**src/rtl/sram_seq_pkg.sv**
```systemverilog
// Shared types and constants for the SRAM bus sequencer: FSM state encoding,
// requester identifiers and the bus data width.
package sram_seq_pkg;

  localparam int DATA_W = 8;

  typedef enum logic [2:0] {
    ST_IDLE     = 3'd0,
    ST_ADDR     = 3'd1,
    ST_LATCH    = 3'd2,
    ST_RD_OE    = 3'd3,
    ST_RD_DONE  = 3'd4,
    ST_WR_SETUP = 3'd5,
    ST_WR_PULSE = 3'd6,
    ST_WR_DONE  = 3'd7
  } seq_state_t;

  typedef enum logic {
    REQ_CPU  = 1'b0,
    REQ_HOST = 1'b1
  } req_id_t;

  // True on the last cycle of a strobe phase that lasts 1+wait_cycles cycles
  function automatic logic dwell_done(input logic [3:0] cnt, input logic [3:0] wait_cycles);
    return (cnt == wait_cycles);
  endfunction

endpackage

```
**src/rtl/sram_bus_sequencer_if.sv**
```systemverilog
// Requester handshakes plus the external IO bus / SRAM strobe signals of the
// sequencer; slave is the sequencer side, master the requesters/board side.
interface sram_bus_sequencer_if;
  import sram_seq_pkg::*;

  logic              cpu_req;
  logic              cpu_we;
  logic [DATA_W-1:0] cpu_addr;
  logic [DATA_W-1:0] cpu_wdata;
  logic              cpu_ack;
  logic [DATA_W-1:0] cpu_rdata;

  logic              host_req;
  logic              host_we;
  logic [DATA_W-1:0] host_addr;
  logic [DATA_W-1:0] host_wdata;
  logic              host_ack;
  logic [DATA_W-1:0] host_rdata;

  logic [DATA_W-1:0] bus_in;
  logic [DATA_W-1:0] bus_out;
  logic              bus_oe;
  logic              mem_latch_clk;
  logic              mem_oe_n;
  logic              mem_we_n;
  logic              out_latch_clk;
  logic              busy;
  logic              grant_host;

  modport slave (
    input  cpu_req, cpu_we, cpu_addr, cpu_wdata,
    input  host_req, host_we, host_addr, host_wdata,
    input  bus_in,
    output cpu_ack, cpu_rdata, host_ack, host_rdata,
    output bus_out, bus_oe, mem_latch_clk, mem_oe_n, mem_we_n,
    output out_latch_clk, busy, grant_host
  );

  modport master (
    output cpu_req, cpu_we, cpu_addr, cpu_wdata,
    output host_req, host_we, host_addr, host_wdata,
    output bus_in,
    input  cpu_ack, cpu_rdata, host_ack, host_rdata,
    input  bus_out, bus_oe, mem_latch_clk, mem_oe_n, mem_we_n,
    input  out_latch_clk, busy, grant_host
  );

endinterface

```
**src/rtl/sram_seq_arbiter.sv**
```systemverilog
// Two-way grant logic for the sequencer. With SRAM_SEQ_RR_EN defined a tie goes
// to the requester not granted last; otherwise the host always wins a tie.
module sram_seq_arbiter
  import sram_seq_pkg::*;
(
  input  logic    clk,
  input  logic    reset,
  input  logic    i_sample,
  input  logic    i_cpu_req,
  input  logic    i_host_req,
  output logic    o_grant_valid,
  output req_id_t o_grant_id
);

  assign o_grant_valid = i_cpu_req | i_host_req;

`ifdef SRAM_SEQ_RR_EN
  req_id_t r_last;

  // Winner selection: a lone request always wins, a tie goes against r_last
  always_comb begin
    o_grant_id = REQ_CPU;
    if (i_cpu_req && i_host_req) begin
      o_grant_id = (r_last == REQ_HOST) ? REQ_CPU : REQ_HOST;
    end else if (i_host_req) begin
      o_grant_id = REQ_HOST;
    end else begin
      o_grant_id = REQ_CPU;
    end
  end

  // Pointer reset to CPU so the host wins the first tie
  always_ff @(posedge clk) begin
    if (reset) begin
      r_last <= REQ_CPU;
    end else if (i_sample && o_grant_valid) begin
      r_last <= o_grant_id;
    end else begin
      r_last <= r_last;
    end
  end
`else
  logic w_unused;

  assign o_grant_id = i_host_req ? REQ_HOST : REQ_CPU;
  assign w_unused   = ^{clk, reset, i_sample};
`endif

endmodule

```
**src/rtl/sram_bus_sequencer.sv**
```systemverilog
// Serialises CPU/host byte transactions onto the address-latch + SRAM IO bus.
// Optional round-robin arbitration is enabled by defining SRAM_SEQ_RR_EN.
module sram_bus_sequencer
  import sram_seq_pkg::*;
#(
  parameter int unsigned       WAIT_CYCLES = 0,
  parameter logic [DATA_W-1:0] IO_ADDR     = 8'hFF
) (
  input  logic                clk,
  input  logic                reset,
  sram_bus_sequencer_if.slave bus
);

  localparam logic [3:0] LP_WAIT = 4'(WAIT_CYCLES);

  seq_state_t        r_state, w_state_nxt;
  logic [3:0]        r_cnt, w_cnt_nxt;
  logic              r_we, w_we_nxt;
  logic [DATA_W-1:0] r_addr, w_addr_nxt;
  logic [DATA_W-1:0] r_wdata, w_wdata_nxt;
  req_id_t           r_owner, w_owner_nxt;
  logic [DATA_W-1:0] r_bus_out, w_bus_out_nxt;
  logic              r_bus_oe, w_bus_oe_nxt;
  logic              r_latch, w_latch_nxt;
  logic              r_oe_n, w_oe_n_nxt;
  logic              r_we_n, w_we_n_nxt;
  logic              r_olc, w_olc_nxt;
  logic              r_cpu_ack, w_cpu_ack_nxt;
  logic              r_host_ack, w_host_ack_nxt;
  logic [DATA_W-1:0] r_cpu_rdata, w_cpu_rdata_nxt;
  logic [DATA_W-1:0] r_host_rdata, w_host_rdata_nxt;
  logic              r_busy;

  logic              w_grant_valid;
  req_id_t           w_grant_id;

  sram_seq_arbiter u_arbiter (
    .clk           (clk),
    .reset         (reset),
    .i_sample      (r_state == ST_IDLE),
    .i_cpu_req     (bus.cpu_req),
    .i_host_req    (bus.host_req),
    .o_grant_valid (w_grant_valid),
    .o_grant_id    (w_grant_id)
  );

  // Next-state and next-output logic; every output is registered below
  always_comb begin
    w_state_nxt      = r_state;
    w_cnt_nxt        = r_cnt;
    w_we_nxt         = r_we;
    w_addr_nxt       = r_addr;
    w_wdata_nxt      = r_wdata;
    w_owner_nxt      = r_owner;
    w_bus_out_nxt    = r_bus_out;
    w_bus_oe_nxt     = r_bus_oe;
    w_latch_nxt      = r_latch;
    w_oe_n_nxt       = r_oe_n;
    w_we_n_nxt       = r_we_n;
    w_olc_nxt        = r_olc;
    w_cpu_ack_nxt    = r_cpu_ack;
    w_host_ack_nxt   = r_host_ack;
    w_cpu_rdata_nxt  = r_cpu_rdata;
    w_host_rdata_nxt = r_host_rdata;

    case (r_state)
      ST_IDLE: begin
        if (w_grant_valid) begin
          w_owner_nxt   = w_grant_id;
          w_we_nxt      = (w_grant_id == REQ_HOST) ? bus.host_we    : bus.cpu_we;
          w_addr_nxt    = (w_grant_id == REQ_HOST) ? bus.host_addr  : bus.cpu_addr;
          w_wdata_nxt   = (w_grant_id == REQ_HOST) ? bus.host_wdata : bus.cpu_wdata;
          w_bus_out_nxt = (w_grant_id == REQ_HOST) ? bus.host_addr  : bus.cpu_addr;
          w_bus_oe_nxt  = 1'b1;
          w_latch_nxt   = 1'b0;
          w_state_nxt   = ST_ADDR;
        end else begin
          w_state_nxt   = ST_IDLE;
        end
      end
      ST_ADDR: begin
        w_latch_nxt = 1'b1;
        w_state_nxt = ST_LATCH;
      end
      ST_LATCH: begin
        w_cnt_nxt = 4'd0;
        if (r_we) begin
          w_bus_out_nxt = r_wdata;
          w_state_nxt   = ST_WR_SETUP;
        end else begin
          w_bus_oe_nxt  = 1'b0;
          w_oe_n_nxt    = 1'b0;
          w_state_nxt   = ST_RD_OE;
        end
      end
      ST_RD_OE: begin
        if (dwell_done(r_cnt, LP_WAIT)) begin
          w_oe_n_nxt = 1'b1;
          if (r_owner == REQ_HOST) begin
            w_host_rdata_nxt = bus.bus_in;
            w_host_ack_nxt   = 1'b1;
          end else begin
            w_cpu_rdata_nxt  = bus.bus_in;
            w_cpu_ack_nxt    = 1'b1;
          end
          w_state_nxt = ST_RD_DONE;
        end else begin
          w_cnt_nxt = r_cnt + 4'd1;
        end
      end
      ST_WR_SETUP: begin
        // Writes to the IO address strobe the output latch, never the SRAM
        if (r_addr == IO_ADDR) begin
          w_olc_nxt  = 1'b1;
        end else begin
          w_we_n_nxt = 1'b0;
        end
        w_cnt_nxt   = 4'd0;
        w_state_nxt = ST_WR_PULSE;
      end
      ST_WR_PULSE: begin
        if (dwell_done(r_cnt, LP_WAIT)) begin
          w_olc_nxt  = 1'b0;
          w_we_n_nxt = 1'b1;
          if (r_owner == REQ_HOST) begin
            w_host_ack_nxt = 1'b1;
          end else begin
            w_cpu_ack_nxt  = 1'b1;
          end
          w_state_nxt = ST_WR_DONE;
        end else begin
          w_cnt_nxt = r_cnt + 4'd1;
        end
      end
      ST_RD_DONE, ST_WR_DONE: begin
        w_cpu_ack_nxt  = 1'b0;
        w_host_ack_nxt = 1'b0;
        w_bus_oe_nxt   = 1'b0;
        w_state_nxt    = ST_IDLE;
      end
      default: begin
        w_cpu_ack_nxt  = 1'b0;
        w_host_ack_nxt = 1'b0;
        w_bus_oe_nxt   = 1'b0;
        w_oe_n_nxt     = 1'b1;
        w_we_n_nxt     = 1'b1;
        w_olc_nxt      = 1'b0;
        w_state_nxt    = ST_IDLE;
      end
    endcase
  end

  // State and output registers with synchronous reset
  always_ff @(posedge clk) begin
    if (reset) begin
      r_state      <= ST_IDLE;
      r_cnt        <= 4'd0;
      r_we         <= 1'b0;
      r_addr       <= '0;
      r_wdata      <= '0;
      r_owner      <= REQ_CPU;
      r_bus_out    <= '0;
      r_bus_oe     <= 1'b0;
      r_latch      <= 1'b0;
      r_oe_n       <= 1'b1;
      r_we_n       <= 1'b1;
      r_olc        <= 1'b0;
      r_cpu_ack    <= 1'b0;
      r_host_ack   <= 1'b0;
      r_cpu_rdata  <= '0;
      r_host_rdata <= '0;
      r_busy       <= 1'b0;
    end else begin
      r_state      <= w_state_nxt;
      r_cnt        <= w_cnt_nxt;
      r_we         <= w_we_nxt;
      r_addr       <= w_addr_nxt;
      r_wdata      <= w_wdata_nxt;
      r_owner      <= w_owner_nxt;
      r_bus_out    <= w_bus_out_nxt;
      r_bus_oe     <= w_bus_oe_nxt;
      r_latch      <= w_latch_nxt;
      r_oe_n       <= w_oe_n_nxt;
      r_we_n       <= w_we_n_nxt;
      r_olc        <= w_olc_nxt;
      r_cpu_ack    <= w_cpu_ack_nxt;
      r_host_ack   <= w_host_ack_nxt;
      r_cpu_rdata  <= w_cpu_rdata_nxt;
      r_host_rdata <= w_host_rdata_nxt;
      r_busy       <= (w_state_nxt != ST_IDLE);
    end
  end

  assign bus.cpu_ack       = r_cpu_ack;
  assign bus.cpu_rdata     = r_cpu_rdata;
  assign bus.host_ack      = r_host_ack;
  assign bus.host_rdata    = r_host_rdata;
  assign bus.bus_out       = r_bus_out;
  assign bus.bus_oe        = r_bus_oe;
  assign bus.mem_latch_clk = r_latch;
  assign bus.mem_oe_n      = r_oe_n;
  assign bus.mem_we_n      = r_we_n;
  assign bus.out_latch_clk = r_olc;
  assign bus.busy          = r_busy;
  assign bus.grant_host    = (r_owner == REQ_HOST);

endmodule

```
**src/flat_wrapper.sv**
```systemverilog
// flat-port wrapper written by rule: the top's interface ports become plain ports
module sram_bus_sequencer_flat import sram_seq_pkg::*;
#(
  parameter int unsigned       WAIT_CYCLES = 0,
  parameter logic [DATA_W-1:0] IO_ADDR     = 8'hFF
)
  (clk, reset, bus_cpu_req, bus_cpu_we, bus_cpu_addr, bus_cpu_wdata, bus_host_req, bus_host_we, bus_host_addr, bus_host_wdata, bus_bus_in, bus_cpu_ack, bus_cpu_rdata, bus_host_ack, bus_host_rdata, bus_bus_out, bus_bus_oe, bus_mem_latch_clk, bus_mem_oe_n, bus_mem_we_n, bus_out_latch_clk, bus_busy, bus_grant_host);
  sram_bus_sequencer_if bus_i ();
  input  logic clk;
  input  logic reset;
  input wire logic [$bits(bus_i.cpu_req)-1:0] bus_cpu_req;
  input wire logic [$bits(bus_i.cpu_we)-1:0] bus_cpu_we;
  input wire logic [$bits(bus_i.cpu_addr)-1:0] bus_cpu_addr;
  input wire logic [$bits(bus_i.cpu_wdata)-1:0] bus_cpu_wdata;
  input wire logic [$bits(bus_i.host_req)-1:0] bus_host_req;
  input wire logic [$bits(bus_i.host_we)-1:0] bus_host_we;
  input wire logic [$bits(bus_i.host_addr)-1:0] bus_host_addr;
  input wire logic [$bits(bus_i.host_wdata)-1:0] bus_host_wdata;
  input wire logic [$bits(bus_i.bus_in)-1:0] bus_bus_in;
  output wire logic [$bits(bus_i.cpu_ack)-1:0] bus_cpu_ack;
  output wire logic [$bits(bus_i.cpu_rdata)-1:0] bus_cpu_rdata;
  output wire logic [$bits(bus_i.host_ack)-1:0] bus_host_ack;
  output wire logic [$bits(bus_i.host_rdata)-1:0] bus_host_rdata;
  output wire logic [$bits(bus_i.bus_out)-1:0] bus_bus_out;
  output wire logic [$bits(bus_i.bus_oe)-1:0] bus_bus_oe;
  output wire logic [$bits(bus_i.mem_latch_clk)-1:0] bus_mem_latch_clk;
  output wire logic [$bits(bus_i.mem_oe_n)-1:0] bus_mem_oe_n;
  output wire logic [$bits(bus_i.mem_we_n)-1:0] bus_mem_we_n;
  output wire logic [$bits(bus_i.out_latch_clk)-1:0] bus_out_latch_clk;
  output wire logic [$bits(bus_i.busy)-1:0] bus_busy;
  output wire logic [$bits(bus_i.grant_host)-1:0] bus_grant_host;
  assign bus_i.cpu_req = bus_cpu_req;
  assign bus_i.cpu_we = bus_cpu_we;
  assign bus_i.cpu_addr = bus_cpu_addr;
  assign bus_i.cpu_wdata = bus_cpu_wdata;
  assign bus_i.host_req = bus_host_req;
  assign bus_i.host_we = bus_host_we;
  assign bus_i.host_addr = bus_host_addr;
  assign bus_i.host_wdata = bus_host_wdata;
  assign bus_i.bus_in = bus_bus_in;
  assign bus_cpu_ack = bus_i.cpu_ack;
  assign bus_cpu_rdata = bus_i.cpu_rdata;
  assign bus_host_ack = bus_i.host_ack;
  assign bus_host_rdata = bus_i.host_rdata;
  assign bus_bus_out = bus_i.bus_out;
  assign bus_bus_oe = bus_i.bus_oe;
  assign bus_mem_latch_clk = bus_i.mem_latch_clk;
  assign bus_mem_oe_n = bus_i.mem_oe_n;
  assign bus_mem_we_n = bus_i.mem_we_n;
  assign bus_out_latch_clk = bus_i.out_latch_clk;
  assign bus_busy = bus_i.busy;
  assign bus_grant_host = bus_i.grant_host;
  sram_bus_sequencer #(.WAIT_CYCLES(WAIT_CYCLES), .IO_ADDR(IO_ADDR)) u_core (.clk(clk), .reset(reset), .bus(bus_i));
endmodule
```
**config.mk**
```make
export PLATFORM = sky130hd
export DESIGN_NAME = sram_bus_sequencer_flat
export DESIGN_NICKNAME = d
export VERILOG_FILES = /design/src/rtl/sram_seq_pkg.sv /design/src/rtl/sram_bus_sequencer_if.sv /design/src/rtl/sram_seq_arbiter.sv /design/src/rtl/sram_bus_sequencer.sv /design/src/flat_wrapper.sv
export SDC_FILE = /design/constraint.sdc
export NUM_CORES = 1
export LEC_CHECK = 0
export ABC_AREA = 1
export CAP_MARGIN = 0
export CELL_PAD_IN_SITES_DETAIL_PLACEMENT = 1
export CELL_PAD_IN_SITES_GLOBAL_PLACEMENT = 1
export CORE_MARGIN = 3
export CORE_UTILIZATION = 32
export CTS_CLUSTER_SIZE = 8
export DETAILED_ROUTE_END_ITERATION = 7
export PLACE_DENSITY_LB_ADDON = 0.2
export SKIP_CTS_REPAIR_TIMING = 1
export SYNTH_ARGS = -nofsm -noshare
export SYNTH_HDL_FRONTEND = slang
export SYNTH_SLANG_ARGS = --single-unit
```
**constraint.sdc**
```tcl
create_clock -name clk -period 1.5 [get_ports clk]
set_input_delay 0.375 -clock clk [delete_from_list [all_inputs] [get_ports clk]]
set_output_delay 0.375 -clock clk [all_outputs]
set_load 0.005 [all_outputs]
```
==> summary.txt, run 1 <==
Status
  – Status: finished clean

Job
  – Max Cap Violations: 0

Timing
  – Fmax: roughly 700 MHz
  – Worst-Margin Slew: a little under 0.4 ns
  – Relative slew slack: 74.35%
  – Period utilization: approximately 96%
  – Skew final: 0.008242 ns
  – Unrepaired setup endpoints after global routing: yes
  – Min Tclk post-route: 1.435 ns
  – Worst setup margin: roughly 0.065 ns
  – # setup viols final: 0
  – WHS: 0.4496 ns
  – Slew Viols, Final: 0
  – Fin. Hold Viols: 0

Power
  – Cell Pwr Density: ~1400 nW/um^2
  – Max IR drop VDD: just under 0.0006 V
  – Static leakage: 0.002297 uW

Synth
  – Syn Area/Cell: 6.806 um^2
  – Yosys reg bits: 57
  – Post-synth net total: 430
  – Simple-gate share of the synthesized area: 30.99%
  – Main combinational cell family by area after synthesis: simple AND/OR/NAND/NOR gates
  – Distinct cells, synth: 28
  – Synth Area in Compound Gates: 15.59%
  – Sequential fraction of the synthesis area: a little over two fifths
  – Synth warnings: 0
  – Post-synth top area cell: dfxtp_1
  – Yosys top cell area share: a little over two fifths
  – Proportion of synthesized area in mux cells: 0%
  – Synthesized instance count: 382
  – XOR/XNOR Fraction of Synth Area: 0.3369%
  – Post-synthesis adder-cell area fraction: less than 1%
  – Cell Area, Synth: between 2000 and 3000 um^2
  – Largest cells by area after synthesis: dfxtp_1 44%, nand2_1 16%, o21ai_0 7.3%

Die
  – Initial core utilization: around a third
  – Row cnt: 32
  – Die Ht: about 96 um
  – Die area: approximately 9200 um^2
  – Core Box Area: 7807 um^2
  – IO Count: 79
  – Die width: a little under 100 um

Final layout
  – Post-route insts no fill: 594
  – Layout cell share with drive strength beyond 1: ~17%
  – Final nets: ~540
  – Diode count: 0
  – Commonest non-fill, non-tap cell in the layout: nand2_1
  – Area Growth Syn to Fin: 57.12%
  – Most frequent cells in the layout: 109 x nand2_1, 49 x dfxtp_1, 44 x clkdlybuf4s50_1, 42 x nor2_1, 35 x a21oi_1

Setup path
  – CP Capture Type: register
  – Max stage delay on crit path: between 0.3 and 0.4 ns
  – Levels on crit path: 9
  – Crit Path Category: reg2reg
  – Worst Path Buf+Inv: 2
  – Slowest CP cell: dfxtp_2
  – R2R cell count: 9
  – Critical Path RT: between 1.5 and 2 ns
  – Worst path top cell family by delay: simple AND/OR/NAND/NOR gates
  – Worst-path cell chain: inv_2 > ha_4 > nand2_4 > nor2_4 > nand2_4 > nor2_4 > buf_6 > o21ai_0 > nor2_1
  – Critical path peak fanout: 5
  – CP startpoint kind: register
  – Critical path arrival: between 1.5 and 2 ns

Clock tree
  – Worst-path clk slew: ~0.08 ns
  – CTS tree: built
  – H-Tree Depth: 3
  – Sink Count: 57
  – CTS root buf: clkbuf_8
  – CTS Buf Count: 9
  – Worst-skew pair later-pin latency: about 0.35 ns
  – Max clock buf depth: 2

Global route
  – First-pass GRT wire length: roughly 13 mm
  – Number of global-route vias before repair: ~2,800
  – Initial antenna violation count: 0
  – Largest net degree at the start of global routing: 21
  – Overall routing resource usage: approximately a fifth
  – Total gr overflow: 0

Placement
  – Placed Cells: roughly 580
  – IO buf count: 78
  – Gp weighted congestion: approximately 0.8
  – Final HPWL DP: 6.478 mm
  – Placement Setup Slack: -0.3871 ns

Routing
  – Vias: 2,870
  – Via density: slightly below 5
  – Routed wire per std cell: approximately 15 um
  – Initial DRC count: 64
  – Final ANT Viol Nets: 0
  – Final WL: 8.739 mm
  – Drt drc: 0
  – TritonRoute pass-1 iters: 4

Hold path
  – Worst min path class: reg2reg
  – Worst hold stages: 2
[through the flow]
stage / area, um^2 / total power, uW / util, % / TNS, ns
2_1_floorplan: 2600 / 2903 / - / 0
3_3_place_gp: 3665 / 3806 / 46.94 / -8.798
3_5_place_dp: 3665 / 3873 / 46.94 / -9.827
4_1_cts: 3891 / 5568 / 49.84 / -2.980
5_1_grt: 4085 / 5973 / 52.32 / -0.06076
6_report: 4085 / 5613 / 52.32 / 0
[registers in the layout (all words and copies together) (netlist names), 3 cells and up]
name,count
u_core.bus.host_rdata,8
u_core.r_addr,8
u_core.bus.cpu_rdata,8
u_core.bus.bus_out,8
u_core.r_cnt,4
u_core.r_wdata,8
u_core.r_state,3
[kinds of logic (layout without fill, tap and decap cells)]
kind of cell,after synthesis,in the layout
xor gates and xnor gates,1,1
DFF,57,57
buffers and inverters,51,160
AOI/OAI and AO/OA,78,78
adders and majority gates,2,2
and+or+nand+nor,193,194
[worst min-delay path, cell delays in order (launching register included)]
cell and delay, ns:
dfxtp_1 0.31, nand2_1 0.06, nand2_1 0.04
[routing by layer]
metal	routed length, um	track usage (%)	share of wire, %
met2	4287	31.63	49
met3	325	4.613	3.7
met5	0	0	0
met1	4010	24.21	46
met4	116	6.280	1.3
[final cells by class]
class	count	area [um^2]
fill	994	3722
multi-input combinational	275	1310
sequential	57	1151
timing repair buffer	108	1127
inverter	36	142.6
tap	102	127.6
clock buffer	9	123.9
clock inverter	7	102.6
[final timing paths]
kind	slack (ns)	to	startpoint
setup / recovery	0.06	u_core.bus.cpu_rdata[0]	u_core.r_cnt[1]
hold / removal	0.45	u_core.bus.mem_we_n	u_core.bus.mem_we_n
setup reg to reg	0.06	u_core.bus.cpu_rdata[0]	u_core.r_cnt[1]
hold reg to reg	0.45	u_core.bus.mem_we_n	u_core.bus.mem_we_n
[power by group]
group | switching [uW] | leakage (uW) | internal (uW) | total (uW)
clock network | 716 | 0.000110 | 948 | 1660
registers | 169 | 0.000471 | 1830 | 2000
logic | 1040 | 0.00172 | 908 | 1950
total | 1930 | 0.00230 | 3690 | 5610
[Yosys cell counts, drive strengths merged]
master    n
dfxtp    57
nand3b    1
a21boi    1
nor2     48
o211ai    1
inv      36
xnor2     1
a22oi     1
nand2   117
buf       9
nand3    23
a21oi    35
clkbuf    6
o21ai    40
nor3      2
ha        2
nand4     2
No activity file was read; power rests on OpenSTA's default activity.
==> run 2: changes to the inputs <==
Settings changed: GPL_TIMING_DRIVEN set to 0.
==> run 2 against run 1 <==
Against the previous run:
- the flow now finishes with violations (setup timing)
- first-iteration DRC count up 89%
- combinational power down 8%
- cell count down 1.0%
- critical path type unchanged
- global-route usage down 0.15 points
- highest routed layer unchanged
- utilization up 0.19 points
==> summary.txt, run 2 (synthesized netlist as in run 1, its figures left out) <==
Clock tree
  – Worst-skew pair later-pin latency: 0.34 ns (about the same)
  – Sink Count: 57 (unchanged)
  – Worst-path clk slew: 0.08 ns (about the same)
  – CTS tree: built
  – Max clock buf depth: 2 (unchanged)
  – CTS Buf Count: 9 (unchanged)
  – H-Tree Depth: 3 (unchanged)
  – CTS root buf: clkbuf_8

Routing
  – Drt drc: 0 (unchanged)
  – Final WL: 8.892 mm (+1.8%)
  – Routed wire per std cell: 15.12 um (+2.8%)
  – Vias: 2,855 (-0.52%)
  – Final ANT Viol Nets: 0 (unchanged)
  – Initial DRC count: 121 (+89%)
  – Via density: 4.855 (+0.49%)
  – TritonRoute pass-1 iters: 4 (unchanged)

Setup path
  – Critical Path RT: 1.74 ns (-0.05 ns)
  – Crit path from: u_core.r_cnt[0]
  – Critical path arrival: 1.80 ns (+0.07 ns)
  – CP startpoint kind: register
  – Reg-to-Reg Start: u_core.r_cnt[0]
  – Worst-path cell chain: inv_2 > ha_4 > nand2_4 > nor2_4 > nand2_4 > nor2_4 > clkinv_4 > nor2_4 > nor2_2
  – Max stage delay on crit path: 0.36 ns (+0.03 ns)
  – Crit Path Category: reg2reg
  – CP Capture Type: register
  – Critical path peak fanout: 8 (+3)
  – Slowest CP cell: dfxtp_4
  – Setup slack, reg-to-reg: -0.06 ns (-0.13 ns)
  – Crit path top cell by count: nor2_4

Timing
  – Relative slew slack: 65.15% (-9.2 points)
  – Skew final: 0.01025 ns (+0.002005 ns)
  – # setup viols final: 8 (+8)
  – Unrepaired setup endpoints after global routing: yes
  – Fin. Hold Viols: 0 (unchanged)
  – Period utilization: 104.3% (+8.6 points)
  – Min Tclk post-route: 1.564 ns (+0.1284 ns)
  – Fmax: 639.5 MHz (-8.2%)
  – Slew Viols, Final: 0 (unchanged)
  – Worst setup margin: -0.06377 ns (-0.1284 ns)
  – Worst-Margin Slew: 0.5228 ns (+0.1381 ns)

Die
  – Initial core utilization: 33.30% (unchanged)
  – Die area: 9243 um^2 (unchanged)
  – Core Box Area: 7807 um^2 (unchanged)
  – IO Count: 79 (unchanged)
  – Die width: 96.14 um (unchanged)
  – Die Ht: 96.14 um (unchanged)
  – Row cnt: 32 (unchanged)

Global route
  – Overall routing resource usage: 18.94% (-0.15 points)
  – Initial antenna violation count: 0 (unchanged)
  – Largest net degree at the start of global routing: 12 (-43%)
  – First-pass GRT wire length: 13.32 mm (-1.1%)
  – Number of global-route vias before repair: 2,869 (+0.70%)
  – Total gr overflow: 0 (unchanged)

Final layout
  – Area of the multi-input gates: 1384 um^2 (+5.6%)
  – Commonest non-fill, non-tap cell in the layout: nand2_1
  – Fillcell total: 981 (-1.3%)
  – Final instance area: 4100 um^2 (+0.37%)
  – Most frequent cells in the layout: 109 x nand2_1, 49 x dfxtp_1, 44 x clkdlybuf4s50_1, 35 x o21ai_0
  – Layout cell share with drive strength beyond 1: 17.70% (+1.0 points)
  – Diode count: 0 (unchanged)
  – Final nets: 529 (-1.1%)
  – Sequential cell area: 1156 um^2 (+0.44%)
  – Post-route insts no fill: 588 (-1.0%)
  – Area Growth Syn to Fin: 57.70%

Status
  – Status: finished with violations
  – Failing checks: setup timing

Power
  – Cell Pwr Density: 1363 nW/um^2 (-0.81%)
  – Static leakage: 0.002269 uW (-1.2%)
  – Max IR drop VDD: 0.0005252 V (-9.9%)

Hold path
  – Worst min path class: reg2reg
  – Hold Crit Start: u_core.bus.mem_we_n

Placement
  – DP Area: 3508 um^2 (-4.3%)
  – Placed Cells: 562 (-2.3%)
  – Gp weighted congestion: 0.8343 (+3.8%)
  – Final HPWL DP: 6.415 mm (-0.97%)
  – IO buf count: 78 (unchanged)

Job
  – Max Cap Violations: 0 (unchanged)
-- run 2: metal layers --
metal	GRT usage, %	up-vias	part of all wire [%]
met3	2.971	14	3.7
met5	0	-	0
met4	6.991	0	1.7
met1	24.42	1360	45
li1	-	1423	-
met2	31.68	58	50
-- run 2: worst max-delay path: cells and delay by family (launching register included) --
kind	cells	cell delay, ns
and+or+nand+nor	6	0.70
DFF	1	0.36
buffers and inverters	2	0.26
adders and majority gates	1	0.14
-- run 2: power breakdown --
group | total [uW] | internal, uW | switching, uW | leakage [uW]
Sequential | 2010 | 1830 | 181 | 0.000471
Clock | 1780 | 1100 | 676 | 0.000115
Combinational | 1800 | 773 | 1030 | 0.00168
Total | 5590 | 3710 | 1880 | 0.00227
-- run 2: final timing paths --
| check | to | cells after the start |
|---|---|---|
| worst min-delay path | u_core.bus.mem_we_n | 2 |
| worst max-delay path | u_core.bus.cpu_rdata[6] | 9 |
| worst max register to register | u_core.bus.cpu_rdata[6] | 9 |
| worst min register to register | u_core.bus.mem_we_n | 2 |
-- run 2: final cells by class --
class	instances	area share [%]
Buffer	15	2.411
Clock buffer	9	3.021
Clock inverter	7	2.899
Inverter	36	3.540
Multi-Input combinational cell	275	33.75
Sequential cell	57	28.20
Tap cell	102	3.113
Timing Repair Buffer	87	23.07
-- run 2: through the flow --
stage	setup TNS (ns)	hold WS (ns)	setup WS, ns	power (uW)	util, %
after detailed placement	-17.61	0.4398	-0.5050	3686	44.94
after global routing	-0.8693	0.4671	-0.1312	5940	52.52
after global placement	-16.54	0.4285	-0.4562	3627	44.94
final	-0.3235	0.4465	-0.06377	5589	52.52
after CTS	-6.975	0.4496	-0.2410	5479	48.04
after floorplan	0	0.4240	0.2027	2903	-
==> run 3: changes to the inputs <==
Settings changed: CTS_CLUSTER_DIAMETER set to 60.
==> results of run 3 <==
No change in the layout: final DEF, timing and power equal those of run 2.
